File: config.mk
export PLATFORM = sky130hd
export DESIGN_NAME = mem_bridge_flat
export DESIGN_NICKNAME = d
export VERILOG_FILES = /design/src/rtl/mem_bridge_if.sv /design/src/rtl/mem_bridge.sv /design/src/flat_wrapper.sv
export SDC_FILE = /design/constraint.sdc
export NUM_CORES = 1
export LEC_CHECK = 0
export CAP_MARGIN = 40
export CORE_ASPECT_RATIO = 0.9
export CORE_MARGIN = 1
export CORE_UTILIZATION = 34
export DETAILED_ROUTE_END_ITERATION = 10
export SETUP_SLACK_MARGIN = 0.05
export SLEW_MARGIN = 10
export SYNTH_ARGS = -nofsm -noshare
export SYNTH_HDL_FRONTEND = slang
export SYNTH_SLANG_ARGS = --single-unit
File: constraint.sdc
create_clock -name clk -period 4.72 [get_ports clk]
set_input_delay 0.944 -clock clk [delete_from_list [all_inputs] [get_ports clk]]
set_output_delay 0.944 -clock clk [all_outputs]
set_load 0.02 [all_outputs]
File: src/rtl/mem_bridge_if.sv
// Bundle of CPU load/store signals and memory-map signals seen by mem_bridge.
// The slave modport is the bridge; master is the CPU plus memory side.
interface mem_bridge_if;
  logic        req;
  logic        wr;
  logic        size32;
  logic [31:0] addr;
  logic [31:0] wdata;
  logic        busy;
  logic        done;
  logic        fault;
  logic [1:0]  bp_code;
  logic [31:0] rdata;
  logic [31:0] ram_addr;
  logic [15:0] ram_write;
  logic        ram_we;
  logic        ram_re;
  logic [15:0] ram_read;
  logic        ram_ready;
  logic        ram_is_bp;
  logic [15:0] ram_bp_data;

  modport slave (
    input  req, wr, size32, addr, wdata,
    input  ram_read, ram_ready, ram_is_bp, ram_bp_data,
    output busy, done, fault, bp_code, rdata,
    output ram_addr, ram_write, ram_we, ram_re
  );

  modport master (
    output req, wr, size32, addr, wdata,
    output ram_read, ram_ready, ram_is_bp, ram_bp_data,
    input  busy, done, fault, bp_code, rdata,
    input  ram_addr, ram_write, ram_we, ram_re
  );
endinterface

File: src/rtl/mem_bridge.sv
// Splits 32-bit CPU accesses into two halfword memory-map transactions,
// sequences the one-cycle read latency and stops on breakpoint hits.
module mem_bridge (
  input  logic         clk,
  input  logic         rst,
  mem_bridge_if.slave  bus_io
);

  typedef enum logic [2:0] {
    IDLE   = 3'd0,
    ACC_LO = 3'd1,
    CAP_LO = 3'd2,
    ACC_HI = 3'd3,
    CAP_HI = 3'd4,
    DONE   = 3'd5
  } state_t;

  state_t      state_q, state_d;
  logic        wr_q, wr_d;
  logic        size32_q, size32_d;
  logic [31:0] addr_q, addr_d;
  logic [31:0] wdata_q, wdata_d;
  logic [15:0] lo_q, lo_d;
  logic [31:0] rdata_q, rdata_d;
  logic        fault_q, fault_d;
  logic [1:0]  bp_code_q, bp_code_d;

  always_ff @(posedge clk or posedge rst) begin
    if (rst) begin
      state_q   <= IDLE;
      wr_q      <= 1'b0;
      size32_q  <= 1'b0;
      addr_q    <= 32'd0;
      wdata_q   <= 32'd0;
      lo_q      <= 16'd0;
      rdata_q   <= 32'd0;
      fault_q   <= 1'b0;
      bp_code_q <= 2'd0;
    end else begin
      state_q   <= state_d;
      wr_q      <= wr_d;
      size32_q  <= size32_d;
      addr_q    <= addr_d;
      wdata_q   <= wdata_d;
      lo_q      <= lo_d;
      rdata_q   <= rdata_d;
      fault_q   <= fault_d;
      bp_code_q <= bp_code_d;
    end
  end

  always_comb begin
    state_d   = state_q;
    wr_d      = wr_q;
    size32_d  = size32_q;
    addr_d    = addr_q;
    wdata_d   = wdata_q;
    lo_d      = lo_q;
    rdata_d   = rdata_q;
    fault_d   = fault_q;
    bp_code_d = bp_code_q;
    case (state_q)
      IDLE, DONE: begin
        if (bus_io.req) begin
          wr_d     = bus_io.wr;
          size32_d = bus_io.size32;
          addr_d   = bus_io.addr;
          wdata_d  = bus_io.wdata;
          fault_d  = 1'b0;
          state_d  = ACC_LO;
        end else begin
          state_d  = IDLE;
        end
      end
      ACC_LO, ACC_HI: begin
        if (bus_io.ram_ready) begin
          // A store has already been committed by memory in this cycle.
          if (bus_io.ram_is_bp) begin
            fault_d   = 1'b1;
            bp_code_d = bus_io.ram_bp_data[1:0];
            state_d   = DONE;
          end else if (!wr_q) begin
            state_d = (state_q == ACC_LO) ? CAP_LO : CAP_HI;
          end else if (state_q == ACC_LO && size32_q) begin
            state_d = ACC_HI;
          end else begin
            state_d = DONE;
          end
        end
      end
      CAP_LO: begin
        if (bus_io.ram_ready) begin
          lo_d = bus_io.ram_read;
          if (size32_q) begin
            state_d = ACC_HI;
          end else begin
            rdata_d = {16'h0000, bus_io.ram_read};
            state_d = DONE;
          end
        end
      end
      CAP_HI: begin
        if (bus_io.ram_ready) begin
          rdata_d = {bus_io.ram_read, lo_q};
          state_d = DONE;
        end
      end
      default: state_d = IDLE;
    endcase
  end

  // Memory-map outputs are a pure function of state, so a stall holds them.
  always_comb begin
    bus_io.ram_addr  = 32'd0;
    bus_io.ram_write = 16'd0;
    bus_io.ram_we    = 1'b0;
    bus_io.ram_re    = 1'b0;
    case (state_q)
      ACC_LO: begin
        bus_io.ram_addr  = addr_q;
        bus_io.ram_we    = wr_q;
        bus_io.ram_re    = !wr_q;
        bus_io.ram_write = wr_q ? wdata_q[15:0] : 16'd0;
      end
      CAP_LO: begin
        bus_io.ram_addr = addr_q;
        bus_io.ram_re   = 1'b1;
      end
      ACC_HI: begin
        bus_io.ram_addr  = addr_q + 32'd1;
        bus_io.ram_we    = wr_q;
        bus_io.ram_re    = !wr_q;
        bus_io.ram_write = wr_q ? wdata_q[31:16] : 16'd0;
      end
      CAP_HI: begin
        bus_io.ram_addr = addr_q + 32'd1;
        bus_io.ram_re   = 1'b1;
      end
      default: ;
    endcase
  end

  assign bus_io.busy    = (state_q == ACC_LO) || (state_q == CAP_LO) ||
                          (state_q == ACC_HI) || (state_q == CAP_HI);
  assign bus_io.done    = (state_q == DONE);
  assign bus_io.fault   = fault_q;
  assign bus_io.bp_code = bp_code_q;
  assign bus_io.rdata   = rdata_q;

endmodule

File: src/flat_wrapper.sv
// flat-port wrapper written by rule: the top's interface ports become plain ports
module mem_bridge_flat 
  (clk, rst, bus_io_req, bus_io_wr, bus_io_size32, bus_io_addr, bus_io_wdata, bus_io_ram_read, bus_io_ram_ready, bus_io_ram_is_bp, bus_io_ram_bp_data, bus_io_busy, bus_io_done, bus_io_fault, bus_io_bp_code, bus_io_rdata, bus_io_ram_addr, bus_io_ram_write, bus_io_ram_we, bus_io_ram_re);
  mem_bridge_if bus_io_i ();
  input  logic clk;
  input  logic rst;
  input wire logic [$bits(bus_io_i.req)-1:0] bus_io_req;
  input wire logic [$bits(bus_io_i.wr)-1:0] bus_io_wr;
  input wire logic [$bits(bus_io_i.size32)-1:0] bus_io_size32;
  input wire logic [$bits(bus_io_i.addr)-1:0] bus_io_addr;
  input wire logic [$bits(bus_io_i.wdata)-1:0] bus_io_wdata;
  input wire logic [$bits(bus_io_i.ram_read)-1:0] bus_io_ram_read;
  input wire logic [$bits(bus_io_i.ram_ready)-1:0] bus_io_ram_ready;
  input wire logic [$bits(bus_io_i.ram_is_bp)-1:0] bus_io_ram_is_bp;
  input wire logic [$bits(bus_io_i.ram_bp_data)-1:0] bus_io_ram_bp_data;
  output wire logic [$bits(bus_io_i.busy)-1:0] bus_io_busy;
  output wire logic [$bits(bus_io_i.done)-1:0] bus_io_done;
  output wire logic [$bits(bus_io_i.fault)-1:0] bus_io_fault;
  output wire logic [$bits(bus_io_i.bp_code)-1:0] bus_io_bp_code;
  output wire logic [$bits(bus_io_i.rdata)-1:0] bus_io_rdata;
  output wire logic [$bits(bus_io_i.ram_addr)-1:0] bus_io_ram_addr;
  output wire logic [$bits(bus_io_i.ram_write)-1:0] bus_io_ram_write;
  output wire logic [$bits(bus_io_i.ram_we)-1:0] bus_io_ram_we;
  output wire logic [$bits(bus_io_i.ram_re)-1:0] bus_io_ram_re;
  assign bus_io_i.req = bus_io_req;
  assign bus_io_i.wr = bus_io_wr;
  assign bus_io_i.size32 = bus_io_size32;
  assign bus_io_i.addr = bus_io_addr;
  assign bus_io_i.wdata = bus_io_wdata;
  assign bus_io_i.ram_read = bus_io_ram_read;
  assign bus_io_i.ram_ready = bus_io_ram_ready;
  assign bus_io_i.ram_is_bp = bus_io_ram_is_bp;
  assign bus_io_i.ram_bp_data = bus_io_ram_bp_data;
  assign bus_io_busy = bus_io_i.busy;
  assign bus_io_done = bus_io_i.done;
  assign bus_io_fault = bus_io_i.fault;
  assign bus_io_bp_code = bus_io_i.bp_code;
  assign bus_io_rdata = bus_io_i.rdata;
  assign bus_io_ram_addr = bus_io_i.ram_addr;
  assign bus_io_ram_write = bus_io_i.ram_write;
  assign bus_io_ram_we = bus_io_i.ram_we;
  assign bus_io_ram_re = bus_io_i.ram_re;
  mem_bridge u_core (.clk(clk), .rst(rst), .bus_io(bus_io_i));
endmodule
==> results.py, run 1 <==
metrics = {
    "sta": {
        "finalMaxSlewViolations": 0,
        "fin_crit_sh_pct": 91.3,
        "fin_tns_setup_ps": 0,
        "slew_headroom_pct": 39.7,
        "rsz0062_at_grt": "no",
        "finalHoldViolCount": 0,
        "worst_pin_slew_ps": 897,
        "setup_violations": 0,
        "whs_ps": 479,
        "period_needed_ps": 4310,
        "fmax_ghz": 0.232,
        "skew_ps": 7.81,
    },
    "critical_path": {
        "timing.rr.end": "u_core.lo_q[0]",
        "cp_slowest_cell": "nand3_1",
        "r2r_start": "u_core.state_q[1]",
        "setup.worst_path.class": "reg -> out",
        "worst_r2r_path_depth": 3,
        "worst_ep_arrival_time_ps": 3360,
        "critPathLaunchType": "register",
        "crit_chain": "and4_1 > nand3_1 > o311a_1 > a221o_1 > clkdlybuf4s50_1",
        "critPathMaxFanout": 19,
        "rrSetupSlack_ps": 2460,
        "crit_path_end_kind": "output port",
        "cp_slowest_stage_delay_ps": 580,
        "cp.required_ps": 3780,
    },
    "die": {
        "rows": 46,
        "core_um2": 17700,
        "die_h_um": 130,
        "ioPinCount": 190,
        "start_util_pct": 35.0,
        "fp.dieW_um": 144,
        "die_area_um2": 18800,
    },
    "route": {
        "vias": 5325,
        "drt-pass1-iter-count": 5,
        "wl_um": 17700,
        "wl_per_cell_um": 17.9,
        "drc_errors": 0,
        "first_iter_violations": 435,
        "postRouteAntennaNets": 0,
        "vias_per_cell": 5.38,
    },
    "synth": {
        "yosysMostFrequentCell": "dfrtp_1",
        "syn_nets": 682,
        "synth_area_leaders": "dfrtp_1, mux2_2, mux2i_1",
        "netlist_area_um2": 6210,
        "synthFlopType": "dfrtp_1",
        "yosysTopAreaCell": "dfrtp_1",
        "yosysUniqueCellTypes": 57,
        "async_flop_share_pct": 100,
        "synth_top_area_share_pct": 48.3,
        "synth-edff-count": 0,
        "synth_commonest_cells": "dfrtp_1, mux2_2, nand2_1, o21ai_0, mux2i_1",
        "synth_warnings": 0,
        "syn_inst": 578,
        "synth_seq_cells": 120,
        "avgSynthCellArea_um2": 10.7,
        "yosysSeqAreaShare_pct": 48.3,
    },
    "pwr": {
        "p_comb_share_pct": 50.0,
        "p_int_w": 0.00398,
        "p_sw_w": 0.00267,
        "peakVddDrop_mv": 0.301,
        "leakage_nw": 3.56,
        "sw_frac_of_total_pct": 40.2,
        "power_frac_seq_pct": 30.0,
        "clkPwrFrac_pct": 20.0,
        "power_density_nw_per_um2": 759,
    },
    "min_path": {
        "hp-class": "reg -> reg",
        "holdPathEnd": "u_core.bus_io.rdata[0]",
        "hold_depth": 2,
        "hp-start": "u_core.bus_io.rdata[0]",
    },
    "global_route": {
        "grt_pass1_wl_um": 27400,
        "grtUsageTotal_pct": 19.0,
        "grt_max_degree": 62,
        "first_global_vias": 5128,
        "antenna_found_initial": 0,
        "overflow": 0,
    },
    "clock_network": {
        "clock_path_buffers": 2,
        "cts.htree.levels": 4,
        "clockRootBuffer": "clkbuf_16",
        "path_clk_slew_ps": 60,
        "insertion_delay_ps": 420,
        "hold_buffers": 0,
        "numClockSinks": 120,
        "post_cts_buffers": 0,
        "postCtsResizedCells": 0,
        "numCtsBuffers": 17,
        "cts_tree": "done",
    },
    "outcome": {
        "outcome": "complete, no violations",
    },
    "placement": {
        "dp_hpwl_um": 12100,
        "globalplace.congestion": 0.842,
        "portBuffers": 175,
    },
    "job": {
        "drv_cap": 0,
    },
    "final_layout": {
        "fillers": 1648,
        "layout.nets": 841,
        "antenna_cells": 0,
        "layout-drive-gt1-share_pct": 17.5,
        "syn2layout_area_growth_pct": 41.0,
    },
}
[per-layer routing]
layer	global-route usage [%]	vias to the layer above	share of wire, %
li1	-	2465	-
met1	24.4	2627	44
met2	30.0	208	47
met3	6.09	25	7.5
met4	7.12	0	1.8
met5	0	-	0
[registers in the layout (all words and copies together) (netlist names)]
register / count
u_core.wdata_q: 32
u_core.size32_q: 1
u_core.wr_q: 1
u_core.bus_io.fault: 1
u_core.lo_q: 16
u_core.addr_q: 32
u_core.bus_io.bp_code: 2
u_core.state_q: 3
u_core.bus_io.rdata: 32
[cells by family (layout without fill, tap and decap cells)]
| family | count (synthesis) | in the layout | synth area share [%] |
|---|---|---|---|
| flip-flops | 120 | 120 | 48.3 |
| AO/OA/AOI/OAI | 137 | 137 | 14.7 |
| XOR/XNOR | 3 | 3 | 0.423 |
| AND/OR/NAND/NOR | 149 | 149 | 12.2 |
| multiplexers | 112 | 112 | 19.6 |
| adder cells (fa/ha/maj) | 1 | 1 | 0.201 |
| buffers and inverters | 56 | 228 | 4.45 |
[layout by cell type (no fill, tap or decap), drive strengths merged, types with 3 or more instances in the layout]
master           n
mux2i           33
a21oi           14
nor4             4
clkbuf          19
clkdlybuf4s50  175
and3             6
nor2            29
a41oi            5
inv             21
a31oi           22
o31ai            6
o41ai            4
nor3             7
or4              3
nand3           14
nand4           14
mux2            79
a22o            18
nand2           52
dfrtp          120
o21ai           45
buf              8
o31a             3
o311ai           4
and4             6
[worst max-delay path: cells and delay by family (launching register included)]
family	cells	cell delay, ps
simple gates	2	1060
compound gates	2	830
buf+inv	1	560
flops	1	490
[how the worst max path moves through the flow]
stage / cells after the start / from / end / slack, ps
after floorplan: 1 / rst / u_core.addr_q[0] / 590
after global placement: 5 / u_core.addr_q[4] / bus_io_ram_addr[16] / 990
after detailed placement: 5 / u_core.addr_q[4] / bus_io_ram_addr[16] / 970
after CTS: 5 / u_core.addr_q[4] / bus_io_ram_addr[16] / 510
after global routing: 5 / u_core.addr_q[4] / bus_io_ram_addr[16] / 260
final: 5 / u_core.addr_q[4] / bus_io_ram_addr[30] / 410
[power by group through the flow]
stage	registers [W]	clock network [W]	logic, W
final	0.00199	0.00133	0.00332
after global routing	0.00207	0.00142	0.00357
after CTS	0.00199	0.00136	0.00335
after detailed placement	0.00199	0	0.00333
after global placement	0.00196	0	0.00327
after floorplan	0.00201	0	0.00197
[per-stage QoR]
step / instances / cell area (um2) / setup slack [ps] / power, W / utilization [%]
5_1_grt: 990 / 8760 / 264 / 0.00705 / 49.4
3_5_place_dp: 958 / 8160 / 966 / 0.00532 / 46.0
6_report: 990 / 8760 / 413 / 0.00665 / 49.4
2_1_floorplan: 578 / 6210 / 590 / 0.00398 / -
4_1_cts: 990 / 8760 / 511 / 0.00670 / 49.4
3_3_place_gp: 957 / 8130 / 989 / 0.00523 / 45.8
[cell type report]
class / count / area (um2) / area share, %
flip-flops and latches: 120 / 3000 / 34.3
multi-input cells: 402 / 2940 / 33.6
repair buffers: 183 / 1860 / 21.2
clock buffers: 19 / 443 / 5.06
well taps: 240 / 300 / 3.43
clock inverters: 13 / 159 / 1.81
inverters: 13 / 51.3 / 0.586
No activity file was read; power rests on OpenSTA's default activity.
==> run 2: changes to the inputs <==
ABC_AREA = 1   (was not set)
PLACE_DENSITY = 0.66   (was not set)
==> results.py, run 2 <==
metrics = {
    "outcome": {
        "outcome": "complete, no violations",
    },
    "clock_network": {
        "post_cts_buffers": 0,
        "numCtsBuffers": 17,
        "cts_tree": "done",
        "hold_buffers": 0,
        "numClockSinks": 120,
        "clockRootBuffer": "clkbuf_16",
        "path_clk_slew_ps": 60,
        "postCtsResizedCells": 0,
        "clock_path_buffers": 2,
        "insertion_delay_ps": 410,
        "cts.htree.levels": 4,
    },
    "route": {
        "postRouteAntennaNets": 0,
        "first_iter_violations": 355,
        "drc_errors": 0,
        "vias_per_cell": 4.68,
        "wl_per_cell_um": 13.8,
        "drt-pass1-iter-count": 5,
        "vias": 6048,
        "wl_um": 17900,
    },
    "critical_path": {
        "timing.rr.end": "u_core.bus_io.rdata[28]",
        "cp.required_ps": 3780,
        "cp_slowest_stage_delay_ps": 660,
        "cp_slowest_cell": "clkdlybuf4s50_1",
        "path_buf_inv": 3,
        "critPathLaunchType": "register",
        "worst_ep_arrival_time_ps": 3220,
        "rrSetupSlack_ps": 2420,
        "crit_family": "buffers and inverters",
        "crit_chain": "inv_2 > nand2_2 > nor2_4 > nor2_4 > inv_2 > nand3_1 > o21ai_0 > clkdlybuf4s50_1",
        "critPathMaxFanout": 26,
        "r2r_start": "u_core.state_q[1]",
        "worst_r2r_path_depth": 5,
        "setup.worst_path.class": "reg -> out",
        "crit_path_end_kind": "output port",
    },
    "sta": {
        "fin_tns_setup_ps": 0,
        "setup_violations": 0,
        "period_needed_ps": 4160,
        "slew_headroom_pct": 46.0,
        "skew_ps": 6.43,
        "fmax_ghz": 0.240,
        "fin_ws_ps": 557,
        "worst_pin_slew_ps": 809,
        "finalHoldViolCount": 0,
        "fin_crit_sh_pct": 88.2,
        "rsz0062_at_grt": "no",
        "finalMaxSlewViolations": 0,
    },
    "global_route": {
        "antenna_found_initial": 0,
        "grt_max_degree": 73,
        "grt_pass1_wl_um": 29500,
        "grtUsageTotal_pct": 19.4,
        "first_global_vias": 5707,
        "overflow": 0,
    },
    "min_path": {
        "hold_depth": 2,
        "holdPathEnd": "u_core.bus_io.bp_code[1]",
        "hp-start": "u_core.bus_io.bp_code[1]",
        "hp-class": "reg -> reg",
    },
    "die": {
        "die_area_um2": 19100,
        "ioPinCount": 190,
        "core_um2": 17900,
        "die_h_um": 131,
        "fp.dieW_um": 146,
        "rows": 46,
        "start_util_pct": 35.3,
    },
    "pwr": {
        "power_frac_seq_pct": 28.4,
        "peakVddDrop_mv": 0.284,
        "power_density_nw_per_um2": 746,
        "clkPwrFrac_pct": 19.7,
        "p_comb_share_pct": 51.9,
        "sw_frac_of_total_pct": 44.6,
        "p_int_w": 0.00367,
        "leakage_nw": 4.14,
        "p_sw_w": 0.00295,
        "power.total_w": 0.00662,
    },
    "synth": {
        "synthAdderAreaFrac_pct": 0.198,
        "yosysUniqueCellTypes": 27,
        "synth_xor_area_share_pct": 0.277,
        "synth_warnings": 0,
        "synth_top_area_share_pct": 47.5,
        "netlist_area_um2": 6320,
        "yosysSeqAreaShare_pct": 47.5,
        "yosys-mux-area-fraction_pct": 0,
        "async_flop_share_pct": 100,
        "synth_seq_cells": 120,
        "synth_simple_gate_area_share_pct": 24.6,
        "syn_inst": 875,
        "synthFlopType": "dfrtp_1",
        "synth_compound_area_share_pct": 16.1,
        "yosysTopAreaCell": "dfrtp_1",
        "synth_top_family_by_area": "simple AND/OR/NAND/NOR gates",
        "synth_area_leaders": "dfrtp_1, nand2_1, inv_1",
        "synth_commonest_cells": "nand2_1, inv_1, dfrtp_1, o21ai_0, nor2_1",
        "synth-edff-count": 0,
        "yosysMostFrequentCell": "nand2_1",
        "avgSynthCellArea_um2": 7.23,
        "syn_nets": 979,
    },
    "final_layout": {
        "syn2layout_area_growth_pct": 40.4,
        "utilization_pct": 49.6,
        "layout-drive-gt1-share_pct": 5.03,
        "layout.nets": 1144,
        "stdcell_count": 1293,
        "layout_common_cells": "nand2_1, clkdlybuf4s50_1, inv_1",
        "final_common_cell": "nand2_1",
        "antenna_cells": 0,
        "fillers": 1777,
    },
    "placement": {
        "placed_cells": 1261,
        "pre_cts_ws_ps": 966,
        "dp_hpwl_um": 12500,
        "globalplace.congestion": 0.906,
        "portBuffers": 175,
    },
    "job": {
        "drv_cap": 0,
    },
}
-- run 2: cell types whose count changed after synthesis, sizes merged, moves of 22 or more --
cell | previous run | this run
mux2 | 79 | 0
nor2 | 29 | 96
a21oi | 14 | 37
inv | 13 | 140
a31oi | 22 | 0
nand2 | 52 | 236
nand3 | 14 | 38
o21ai | 45 | 114
mux2i | 33 | 0
-- run 2: through the flow --
step	area (um2)	hold slack [ps]
2_1_floorplan	6320	453
3_3_place_gp	8240	466
3_5_place_dp	8280	463
4_1_cts	8870	483
5_1_grt	8870	505
6_report	8870	479
-- run 2: logic make-up after synthesis --
family,count (synthesis)
XOR/XNOR,2
flip-flops,120
AO/OA/AOI/OAI,187
adder cells (fa/ha/maj),1
AND/OR/NAND/NOR,389
buffers and inverters,176
-- run 2: worst min-delay path, cell delays in order, from the launching register on --
cell,delay (ps)
dfrtp_1,350
nand2_1,50
nand2_1,40
-- run 2: area by class of cell --
class                      instances  area, um2  share of cell area [%]
sequential                       120       3000                    33.8
clock inverter                    15        165                    1.86
timing repair buffer             181       1840                    20.7
clock buffer                      17        425                    4.79
tap                              240        300                    3.38
multi-input combinational        579       2610                    29.4
inverter                         141        532                    5.99
-- run 2: worst max-delay path by stage --
stage | start | end | slack (ps) | cells after the start
floorplan | rst | u_core.addr_q[0] | 590 | 1
global placement | u_core.state_q[2] | bus_io_ram_addr[11] | 990 | 8
detailed placement | u_core.state_q[2] | bus_io_ram_addr[11] | 970 | 8
CTS | u_core.state_q[2] | bus_io_ram_addr[11] | 520 | 8
global route | u_core.state_q[2] | bus_io_ram_addr[5] | 320 | 8
finish | u_core.state_q[2] | bus_io_ram_addr[6] | 560 | 8
-- run 2: power by group through the flow --
stage | logic (W) | clock network [W] | registers, W
2_1_floorplan | 0.00202 | 0 | 0.00194
3_3_place_gp | 0.00338 | 0 | 0.00187
3_5_place_dp | 0.00346 | 0 | 0.00187
4_1_cts | 0.00347 | 0.00134 | 0.00187
5_1_grt | 0.00381 | 0.00139 | 0.00195
6_report | 0.00344 | 0.00131 | 0.00188
-- run 2: metal layers --
layer	vias to the layer above	share of wire [%]	global-route usage, %
li1	3101	-	-
met1	2736	46	25.5
met2	188	45	30.1
met3	23	7.6	6.11
met4	0	1.6	6.73
met5	-	0	0
==> run 3: changes to the inputs <==
CORE_ASPECT_RATIO = 0.8   (was 0.9)
==> results.py, run 3 (synthesized netlist as in run 2, its figures left out) <==
metrics = {
    "clock_network": {
        "clock_path_buffers": 2,
        "hold_buffers": 0,
        "clockRootBuffer": "clkbuf_16",
        "cts.htree.levels": 4,
        "cts_tree": "done",
        "path_clk_slew_ps": 60,
        "numCtsBuffers": 17,
        "numClockSinks": 120,
        "postCtsResizedCells": 0,
        "post_cts_buffers": 0,
        "insertion_delay_ps": 420,
    },
    "critical_path": {
        "cp.required_ps": 3780,
        "r2r_start": "u_core.state_q[1]",
        "worst_ep_arrival_time_ps": 3290,
        "cp_slowest_cell": "clkdlybuf4s50_1",
        "timing.rr.end": "u_core.bus_io.rdata[29]",
        "critPathMaxFanout": 26,
        "setup.worst_path.class": "reg -> out",
        "crit_chain": "inv_2 > nand2_2 > nor2_4 > nor2_4 > inv_2 > a21oi_1 > nor2_1 > clkdlybuf4s50_1",
        "critPathLaunchType": "register",
        "rrSetupSlack_ps": 2400,
        "crit_path_end_kind": "output port",
        "startpoint": "u_core.state_q[2]",
        "path_buf_inv": 3,
        "crit_family": "simple AND/OR/NAND/NOR gates",
        "cp.depth": 8,
        "cp-endpoint": "bus_io_ram_addr[11]",
        "cp_slowest_stage_delay_ps": 640,
        "worst_r2r_path_depth": 5,
    },
    "die": {
        "die_h_um": 124,
        "rows": 44,
        "start_util_pct": 34.8,
        "ioPinCount": 190,
        "fp.dieW_um": 154,
        "die_area_um2": 19100,
        "core_um2": 18200,
    },
    "global_route": {
        "first_global_vias": 5795,
        "grtUsageTotal_pct": 19.8,
        "overflow": 0,
        "grt_max_degree": 106,
        "antenna_found_initial": 0,
        "grt_pass1_wl_um": 29200,
    },
    "placement": {
        "dpl_cell_area_um2": 8300,
        "dp_hpwl_um": 12600,
        "portBuffers": 175,
        "globalplace.congestion": 0.895,
        "placed_cells": 1251,
    },
    "sta": {
        "fmax_ghz": 0.236,
        "finalHoldViolCount": 0,
        "rsz0062_at_grt": "no",
        "slew_headroom_pct": 45.8,
        "skew_ps": 8.47,
        "fin_crit_sh_pct": 89.7,
        "setup_violations": 0,
        "worst_pin_slew_ps": 812,
        "period_needed_ps": 4230,
        "finalMaxSlewViolations": 0,
        "whs_ps": 481,
        "fin_tns_setup_ps": 0,
    },
    "final_layout": {
        "layout.nets": 1144,
        "layout-drive-gt1-share_pct": 5.03,
        "final_area_um2": 8910,
        "final_common_cell": "nand2_1",
        "layout_common_cells": "nand2_1, clkdlybuf4s50_1, inv_1",
        "antenna_cells": 0,
        "syn2layout_area_growth_pct": 40.9,
        "stdcell_count": 1283,
        "utilization_pct": 49.0,
        "fillers": 1810,
    },
    "route": {
        "postRouteAntennaNets": 0,
        "first_iter_violations": 351,
        "wl_per_cell_um": 14.2,
        "met1Wirelength_um": 8300,
        "vias_per_cell": 4.78,
        "wl_met2_um": 8100,
        "drt-pass1-iter-count": 4,
        "wl_um": 18200,
        "highest_layer": "met4",
        "vias": 6130,
        "drc_errors": 0,
        "wl_met3_um": 1440,
    },
    "job": {
        "drv_cap": 0,
    },
    "pwr": {
        "leakage_nw": 4.16,
        "peakVddDrop_mv": 0.301,
        "power_density_nw_per_um2": 751,
    },
    "outcome": {
        "outcome": "complete, no violations",
    },
    "min_path": {
        "hp-class": "reg -> reg",
    },
}
## run 3: changes by cell type in the layout (fill, tap and decap cells not counted), sizes merged
cell    change
clkinv      -4
inv         +4
## run 3: worst min-delay path by stage
stage,slack [ps],startpoint,depth (start not counted),endpoint
global placement,460,u_core.bus_io.bp_code[0],2,u_core.bus_io.bp_code[0]
global route,500,u_core.lo_q[15],2,u_core.lo_q[15]
floorplan,450,u_core.lo_q[0],2,u_core.lo_q[0]
detailed placement,470,u_core.bus_io.bp_code[0],2,u_core.bus_io.bp_code[0]
CTS,490,u_core.wdata_q[29],2,u_core.wdata_q[29]
finish,480,u_core.bus_io.bp_code[0],2,u_core.bus_io.bp_code[0]
## run 3: layer usage
metal  up-vias  GRT usage [%]
li1       3101              -
met1      2801           26.2
met2       203           30.4
met3        25           6.47
met4         0           7.30
met5         -              0
## run 3: cell type report
cell class	instances	area, um2	area share, %
Timing Repair Buffer	181	1870	21.0
Multi-Input combinational cell	579	2610	29.3
Clock inverter	15	180	2.02
Inverter	141	532	5.97
Clock buffer	17	425	4.77
Sequential cell	120	3000	33.7
Tap cell	230	288	3.23
## run 3: metrics by stage
step	setup WS (ps)	power, W
6_report	487	0.00669
3_3_place_gp	937	0.00527
4_1_cts	485	0.00675
2_1_floorplan	590	0.00396
5_1_grt	250	0.00721
3_5_place_dp	951	0.00535
## run 3: report_power, final
group / internal, W / total (W) / switching [W]
clock: 0.000801 / 0.00135 / 0.000550
sequential: 0.00151 / 0.00188 / 0.000363
combinational: 0.00137 / 0.00347 / 0.00209
total: 0.00369 / 0.00669 / 0.00301
## run 3: worst reg2reg max path: stages, from the launching register on
cell	delay, ps
dfrtp_1	420
inv_2	130
nand3_1	130
inv_2	440
nand3_1	680
o22ai_1	430
